[config.mk]
export PLATFORM = sky130hd
export DESIGN_NAME = dmem_req_ctrl_flat
export DESIGN_NICKNAME = d
export VERILOG_FILES = /design/src/rtl/dmem_req_if.sv /design/src/rtl/dmem_req_ctrl.sv /design/src/flat_wrapper.sv
export SDC_FILE = /design/constraint.sdc
export NUM_CORES = 1
export LEC_CHECK = 0
export ABC_AREA = 1
export BUFFER_PORTS_ARGS = -buffer_cell sky130_fd_sc_hd__buf_2
export CAP_MARGIN = 20
export CORE_ASPECT_RATIO = 0.9
export CORE_MARGIN = 8
export CORE_UTILIZATION = 25
export DETAILED_ROUTE_END_ITERATION = 8
export GPL_TIMING_DRIVEN = 0
export MAX_ROUTING_LAYER = met4
export PLACE_DENSITY = 0.59
export SYNTH_ARGS = -nofsm -noshare
export SYNTH_HDL_FRONTEND = slang
export SYNTH_SLANG_ARGS = --single-unit
[constraint.sdc]
create_clock -name clk -period 1.5 [get_ports clk]
set_clock_uncertainty 0.1 [all_clocks]
set_input_delay 0.075 -clock clk [delete_from_list [all_inputs] [get_ports clk]]
set_output_delay 0.075 -clock clk [all_outputs]
set_load 0.01 [all_outputs]
[src/rtl/dmem_req_if.sv]
// ---------------------------------------------------------------------------
// dmem_req_if
// Bundles the execution-unit command handshake and the dmem request bus used
// by dmem_req_ctrl.
//
//   Command side : cmd_valid_i, cmd_write_i, cmd_addr_i, cmd_wdata_i  (to ctrl)
//                  cmd_ready_o, done_o, rdata_o                       (from ctrl)
//   dmem side    : read_write_req_o, write_en_o, addr_o, din_o        (from ctrl)
//                  dout_i, refused_i                                  (to ctrl)
//   error_o      : sticky retry-timeout flag, present only when
//                  DMEM_RETRY_TIMEOUT_EN is defined.
//
// Modports: slave  = controller view, master = execution unit / dmem view.
// ---------------------------------------------------------------------------
interface dmem_req_if #(
  parameter int D_WIDTH = 16,
  parameter int A_WIDTH = 8
);
  logic               cmd_valid_i;
  logic               cmd_write_i;
  logic [A_WIDTH-1:0] cmd_addr_i;
  logic [D_WIDTH-1:0] cmd_wdata_i;
  logic               cmd_ready_o;
  logic               done_o;
  logic [D_WIDTH-1:0] rdata_o;
  logic               read_write_req_o;
  logic               write_en_o;
  logic [A_WIDTH-1:0] addr_o;
  logic [D_WIDTH-1:0] din_o;
  logic [D_WIDTH-1:0] dout_i;
  logic               refused_i;
`ifdef DMEM_RETRY_TIMEOUT_EN
  logic               error_o;
`endif

  modport slave (
    input  cmd_valid_i, cmd_write_i, cmd_addr_i, cmd_wdata_i, dout_i, refused_i,
`ifdef DMEM_RETRY_TIMEOUT_EN
    output error_o,
`endif
    output cmd_ready_o, done_o, rdata_o, read_write_req_o, write_en_o, addr_o, din_o
  );

  modport master (
    output cmd_valid_i, cmd_write_i, cmd_addr_i, cmd_wdata_i, dout_i, refused_i,
`ifdef DMEM_RETRY_TIMEOUT_EN
    input  error_o,
`endif
    input  cmd_ready_o, done_o, rdata_o, read_write_req_o, write_en_o, addr_o, din_o
  );
endinterface

[src/rtl/dmem_req_ctrl.sv]
// ---------------------------------------------------------------------------
// dmem_req_ctrl
// Accepts one load/store command at a time from the execution unit, presents
// it to dmem until dmem stops refusing it, and reports completion with a
// one-cycle done_o pulse. Load data is captured one cycle after the request
// is accepted and held on rdata_o until the next completed load.
//
// Ports:
//   clk      : single clock, rising edge
//   reset_i  : synchronous active-high reset
//   bus      : dmem_req_if.slave (command handshake + dmem request bus)
//
// Optional feature (macro DMEM_RETRY_TIMEOUT_EN): after MAX_RETRY consecutive
// refusals the command is abandoned through an ERROR state, done_o pulses and
// the sticky error_o flag is raised until reset. Without the macro the
// controller retries indefinitely and error_o does not exist.
// ---------------------------------------------------------------------------
module dmem_req_ctrl #(
  parameter int D_WIDTH   = 16,
  parameter int A_WIDTH   = 8,
  parameter int MAX_RETRY = 4
) (
  input  logic        clk,
  input  logic        reset_i,
  dmem_req_if.slave   bus
);

  localparam int RETRY_W = (MAX_RETRY < 1) ? 1 : $clog2(MAX_RETRY + 1);

  typedef enum logic [1:0] {
    IDLE      = 2'd0,
    ISSUE     = 2'd1,
`ifdef DMEM_RETRY_TIMEOUT_EN
    ERROR     = 2'd3,
`endif
    WAIT_DATA = 2'd2
  } state_t;

  state_t             state, state_nxt;
  logic               cmd_ready;
  logic               accept;
  logic               capture;
  logic               done_nxt;
  logic               retry_inc;

  logic               lat_write;
  logic [A_WIDTH-1:0] addr_q;
  logic [D_WIDTH-1:0] din_q;
  logic [D_WIDTH-1:0] rdata_q;
  logic               done_q;
  logic [RETRY_W-1:0] retry_cnt;

`ifdef DMEM_RETRY_TIMEOUT_EN
  localparam logic [RETRY_W-1:0] LAST_TRY = RETRY_W'(MAX_RETRY - 1);
  logic               set_err;
  logic               err_q;
`endif

  // Ready is gated by reset so nothing can be accepted on a reset edge.
  assign cmd_ready = (state == IDLE) && !reset_i;

  always_ff @(posedge clk) begin
    if (reset_i) state <= IDLE;
    else         state <= state_nxt;
  end

  always_comb begin
    state_nxt = state;
    accept    = 1'b0;
    capture   = 1'b0;
    done_nxt  = 1'b0;
    retry_inc = 1'b0;
`ifdef DMEM_RETRY_TIMEOUT_EN
    set_err   = 1'b0;
`endif
    case (state)
      IDLE: begin
        if (bus.cmd_valid_i && cmd_ready) begin
          accept    = 1'b1;
          state_nxt = ISSUE;
        end
      end
      ISSUE: begin
        if (!bus.refused_i) begin
          // Stores complete on acceptance; loads need the data cycle.
          state_nxt = lat_write ? IDLE : WAIT_DATA;
          done_nxt  = lat_write;
        end else begin
          retry_inc = 1'b1;
`ifdef DMEM_RETRY_TIMEOUT_EN
          // The counter still holds the previous refusals, so this refusal
          // is the MAX_RETRY-th one when the count equals MAX_RETRY-1.
          if (retry_cnt == LAST_TRY) state_nxt = ERROR;
`endif
        end
      end
      WAIT_DATA: begin
        capture   = 1'b1;
        done_nxt  = 1'b1;
        state_nxt = IDLE;
      end
`ifdef DMEM_RETRY_TIMEOUT_EN
      ERROR: begin
        set_err   = 1'b1;
        done_nxt  = 1'b1;
        state_nxt = IDLE;
      end
`endif
      default: state_nxt = IDLE;
    endcase
  end

  always_ff @(posedge clk) begin
    if (reset_i) begin
      lat_write <= 1'b0;
      addr_q    <= '0;
      din_q     <= '0;
      rdata_q   <= '0;
      done_q    <= 1'b0;
      retry_cnt <= '0;
`ifdef DMEM_RETRY_TIMEOUT_EN
      err_q     <= 1'b0;
`endif
    end else begin
      done_q <= done_nxt;
      if (accept) begin
        lat_write <= bus.cmd_write_i;
        addr_q    <= bus.cmd_addr_i;
        din_q     <= bus.cmd_wdata_i;
        retry_cnt <= '0;
      end else if (retry_inc && (retry_cnt != {RETRY_W{1'b1}})) begin
        // Saturates so an endless refusal stream cannot wrap the count.
        retry_cnt <= retry_cnt + 1'b1;
      end
      if (capture) rdata_q <= bus.dout_i;
`ifdef DMEM_RETRY_TIMEOUT_EN
      if (set_err) err_q <= 1'b1;
`endif
    end
  end

  assign bus.cmd_ready_o      = cmd_ready;
  assign bus.done_o           = done_q;
  assign bus.rdata_o          = rdata_q;
  assign bus.read_write_req_o = (state == ISSUE);
  assign bus.write_en_o       = (state == ISSUE) && lat_write;
  assign bus.addr_o           = addr_q;
  assign bus.din_o            = din_q;
`ifdef DMEM_RETRY_TIMEOUT_EN
  assign bus.error_o          = err_q;
`endif

endmodule

[src/flat_wrapper.sv]
// flat-port wrapper written by rule: the top's interface ports become plain ports
module dmem_req_ctrl_flat 
#(
  parameter int D_WIDTH   = 16,
  parameter int A_WIDTH   = 8,
  parameter int MAX_RETRY = 4
)
  (clk, reset_i, bus_cmd_valid_i, bus_cmd_write_i, bus_cmd_addr_i, bus_cmd_wdata_i, bus_dout_i, bus_refused_i, bus_cmd_ready_o, bus_done_o, bus_rdata_o, bus_read_write_req_o, bus_write_en_o, bus_addr_o, bus_din_o);
  dmem_req_if #(.D_WIDTH(D_WIDTH), .A_WIDTH(A_WIDTH)) bus_i ();
  input  logic clk;
  input  logic reset_i;
  input wire logic [$bits(bus_i.cmd_valid_i)-1:0] bus_cmd_valid_i;
  input wire logic [$bits(bus_i.cmd_write_i)-1:0] bus_cmd_write_i;
  input wire logic [$bits(bus_i.cmd_addr_i)-1:0] bus_cmd_addr_i;
  input wire logic [$bits(bus_i.cmd_wdata_i)-1:0] bus_cmd_wdata_i;
  input wire logic [$bits(bus_i.dout_i)-1:0] bus_dout_i;
  input wire logic [$bits(bus_i.refused_i)-1:0] bus_refused_i;
  output wire logic [$bits(bus_i.cmd_ready_o)-1:0] bus_cmd_ready_o;
  output wire logic [$bits(bus_i.done_o)-1:0] bus_done_o;
  output wire logic [$bits(bus_i.rdata_o)-1:0] bus_rdata_o;
  output wire logic [$bits(bus_i.read_write_req_o)-1:0] bus_read_write_req_o;
  output wire logic [$bits(bus_i.write_en_o)-1:0] bus_write_en_o;
  output wire logic [$bits(bus_i.addr_o)-1:0] bus_addr_o;
  output wire logic [$bits(bus_i.din_o)-1:0] bus_din_o;
  assign bus_i.cmd_valid_i = bus_cmd_valid_i;
  assign bus_i.cmd_write_i = bus_cmd_write_i;
  assign bus_i.cmd_addr_i = bus_cmd_addr_i;
  assign bus_i.cmd_wdata_i = bus_cmd_wdata_i;
  assign bus_i.dout_i = bus_dout_i;
  assign bus_i.refused_i = bus_refused_i;
  assign bus_cmd_ready_o = bus_i.cmd_ready_o;
  assign bus_done_o = bus_i.done_o;
  assign bus_rdata_o = bus_i.rdata_o;
  assign bus_read_write_req_o = bus_i.read_write_req_o;
  assign bus_write_en_o = bus_i.write_en_o;
  assign bus_addr_o = bus_i.addr_o;
  assign bus_din_o = bus_i.din_o;
  dmem_req_ctrl #(.D_WIDTH(D_WIDTH), .A_WIDTH(A_WIDTH), .MAX_RETRY(MAX_RETRY)) u_core (.clk(clk), .reset_i(reset_i), .bus(bus_i));
endmodule
==> impl_metrics.yaml <==
clock_network:
  numClockSinks: 44
  htreeDepth: 2
  clk_path_buf_depth: 2
  cts_tree: "built"
  clk_latency_ps: 290
  clock-root-buffer: "clkbuf_8"
  cts_buffers: 5
  clk_pin_slew_worst_paths_ps: 80
synth:
  ys_ff_latch: 44
  ys_seq_area_share_pct: 50.04
  synth.distinct_cells: 15
  synth_cells: 208
  syn_avg_cell_area_um2: 8.464
  yosys_warnings: 0
  synth_area_mm2: 0.001760
  synthesis.nets: 256
worst_setup_path:
  crit_required_ps: 1320
  cp-start-kind: "flop"
  cp_data_arrival_time_ps: 1240
  endpoint_kind: "output port"
  crit_type: "flop to output port"
  cp_max_fo: 4
power_and_ir_drop:
  clkPwrFrac_pct: 29.2
  p_int_mw: 2.197
  combPwrFrac_pct: 26.2
  seq_power_share_pct: 44.7
  switching_power_uw: 920.9
  power_mw: 3.118
  power.density_mw_per_mm2: 1062
  swShare_pct: 29.54
  max-vdd-ir-drop_uv: 483.2
  leakage_nw: 1.485
detailed_routing:
  drc_errors: 0
  postRouteWirelength_mm: 5.652
  routedWlPerCell_um: 12.73
  post_drt_via_cell_ratio: 4.182
  drt-initial-drc-count: 36
  vias: 1857
  dr.pass1.iters: 4
  ant_nets: 0
timing:
  timing.hold.ws_ps: 19.33
  slew_violations: 0
  relSlewSlack_pct: 67.77
  final-hold-violation-count: 0
  setup_viol_count_final: 0
  fin_ws_ps: 80.62
  fmax_ghz: 0.7045
  worstMarginPinSlew_ps: 483.4
  fin_crit_ps: 1419
  finalCritPeriodShare_pct: 94.63
final_layout:
  drive_above_1_share_pct: 39.89
  syn_to_final_growth_pct: 66.81
  fillers: 714
  nNetsFinal: 398
  finalInstanceArea_mm2: 0.002937
  n_antenna_cell: 0
global_route:
  gr-total-overflow: 0
  grt_pass1_vias: 1925
  antenna_found_initial: 0
  grt_pass1_wl_mm: 9.328
  grt_max_degree: 17
  track_usage_pct: 11.81
floorplan:
  fp.coreArea_mm2: 0.006930
  die_width_um: 104.5
  die-area_mm2: 0.009987
  initial_core_util_pct: 25.40
  io_pins: 89
  rows: 29
  die_h_um: 95.61
placed_design:
  pre_cts_ws_ps: -72.56
  dpl_cell_area_mm2: 0.002312
  hpwl_mm: 3.868
  place.gp.congestion: 0.6979
  io_buffer_count: 87
run:
  drv_cap: 0
run_status:
  status: "finished clean"
worst_hold_path:
  hold_class: "input port to flop"
## placed cells by master, fill, tap and decap left out
| cell type | n |
|---|---|
| inv_1 | 4 |
| o21ai_0 | 18 |
| nand2_4 | 1 |
| nand2_1 | 31 |
| buf_2 | 91 |
| inv_2 | 4 |
| buf_6 | 3 |
| ha_4 | 1 |
| buf_4 | 6 |
| ha_2 | 1 |
| clkbuf_1 | 2 |
| nand3_2 | 20 |
| clkinv_2 | 1 |
| a21oi_1 | 2 |
| dfxtp_1 | 42 |
| nor2_1 | 35 |
| dlygate4sd3_1 | 44 |
| ha_1 | 1 |
| buf_8 | 2 |
| bufinv_16 | 1 |
| clkinvlp_4 | 1 |
| clkbuf_8 | 5 |
| nor2_4 | 1 |
| nand3_1 | 32 |
| dfxtp_2 | 2 |
## flip-flops by register name, indices dropped and copies added (netlist names)
name / count
u_core.state: 2
u_core.bus.rdata_o: 16
u_core.lat_write: 1
u_core.bus.addr_o: 8
u_core.bus.done_o: 1
u_core.bus.din_o: 16
## kinds of logic (layout without fill, tap and decap cells)
logic type	count (synthesis)	in the layout	share of synthesized area, %
compound gates	20	20	5.686
fa+ha+maj	3	3	2.132
buf+inv	21	164	6.325
simple gates	120	120	35.82
flops	44	44	50.04
## power groups by stage
stage	logic, mW	registers, mW	clock network, mW
finish	0.815	1.39	0.910
global route	0.913	1.41	1.00
CTS	0.822	1.39	0.959
detailed placement	0.677	1.42	0
global placement	0.672	1.41	0
floorplan	0.315	1.48	0
## cell type report
cell class | instances | area, um^2 | area share (%)
clock inverter | 3 | 42.54 | 1.449
tap | 93 | 116.4 | 3.963
sequential | 44 | 883.3 | 30.08
inverter | 8 | 30.03 | 1.023
timing repair buffer | 136 | 923.4 | 31.44
buffer | 12 | 88.84 | 3.025
multi-input combinational | 143 | 783.3 | 26.67
clock buffer | 5 | 68.82 | 2.343
## through the flow
stage / TNS [ps] / utilization [%] / instances
3_3_place_gp: -872.1 / 33.36 / 388
2_1_floorplan: 0 / - / 208
4_1_cts: 0 / 42.19 / 444
3_5_place_dp: -1626 / 33.36 / 388
6_report: 0 / 42.37 / 444
5_1_grt: -8.288 / 42.37 / 444
## worst paths after layout
check                           depth (start not counted)                           endpoint                               from  slack [ps]
worst max-delay path                                    5                     bus_write_en_o       u_core.state[0]$_SDFFE_PP0P_          80
worst min-delay path                                    4       u_core.bus.done_o$_SDFF_PP0_                      bus_refused_i          20
worst max register to register                          9  u_core.bus.addr_o[1]$_SDFFE_PP0P_       u_core.state[0]$_SDFFE_PP0P_          90
worst min register to register                          2  u_core.bus.addr_o[3]$_SDFFE_PP0P_  u_core.bus.addr_o[3]$_SDFFE_PP0P_         350
## synth_stat cells (all sizes together)
master / number / share of area [%]
nand3: 52 / 20
dfxtp: 44 / 50
nor2: 36 / 8.1
nand2: 32 / 7.2
o21ai: 18 / 5.1
buf: 10 / 4.0
inv: 8 / 1.7
clkbuf: 3 / 0.64
ha: 3 / 2.1
a21oi: 2 / 0.57
## critical path, cell delays in order (launching register included)
cell	delay [ps]
dfxtp_2	330
buf_4	130
ha_1	220
nand2_1	100
inv_1	40
buf_2	130
## metal layers
metal  part of all wire (%)  vias to the layer above  GRT usage (%)
li1                       -                      965              -
met3                    4.3                       10          2.973
met1                     46                      835          13.93
met2                     48                       47          18.98
met4                    1.8                        0          4.813
met5                      0                        -              -
## timing repair
action | in CTS | in global routing
hold buffers | 44 | 0
resized for setup | 11 | 5
endpoints found under the setup margin | 32 | 31
buffers inserted | 5 | 0
hold endpoints to repair | 43 | 0
pin swaps | 1 | 1
(Power assumes the default switching activity.)
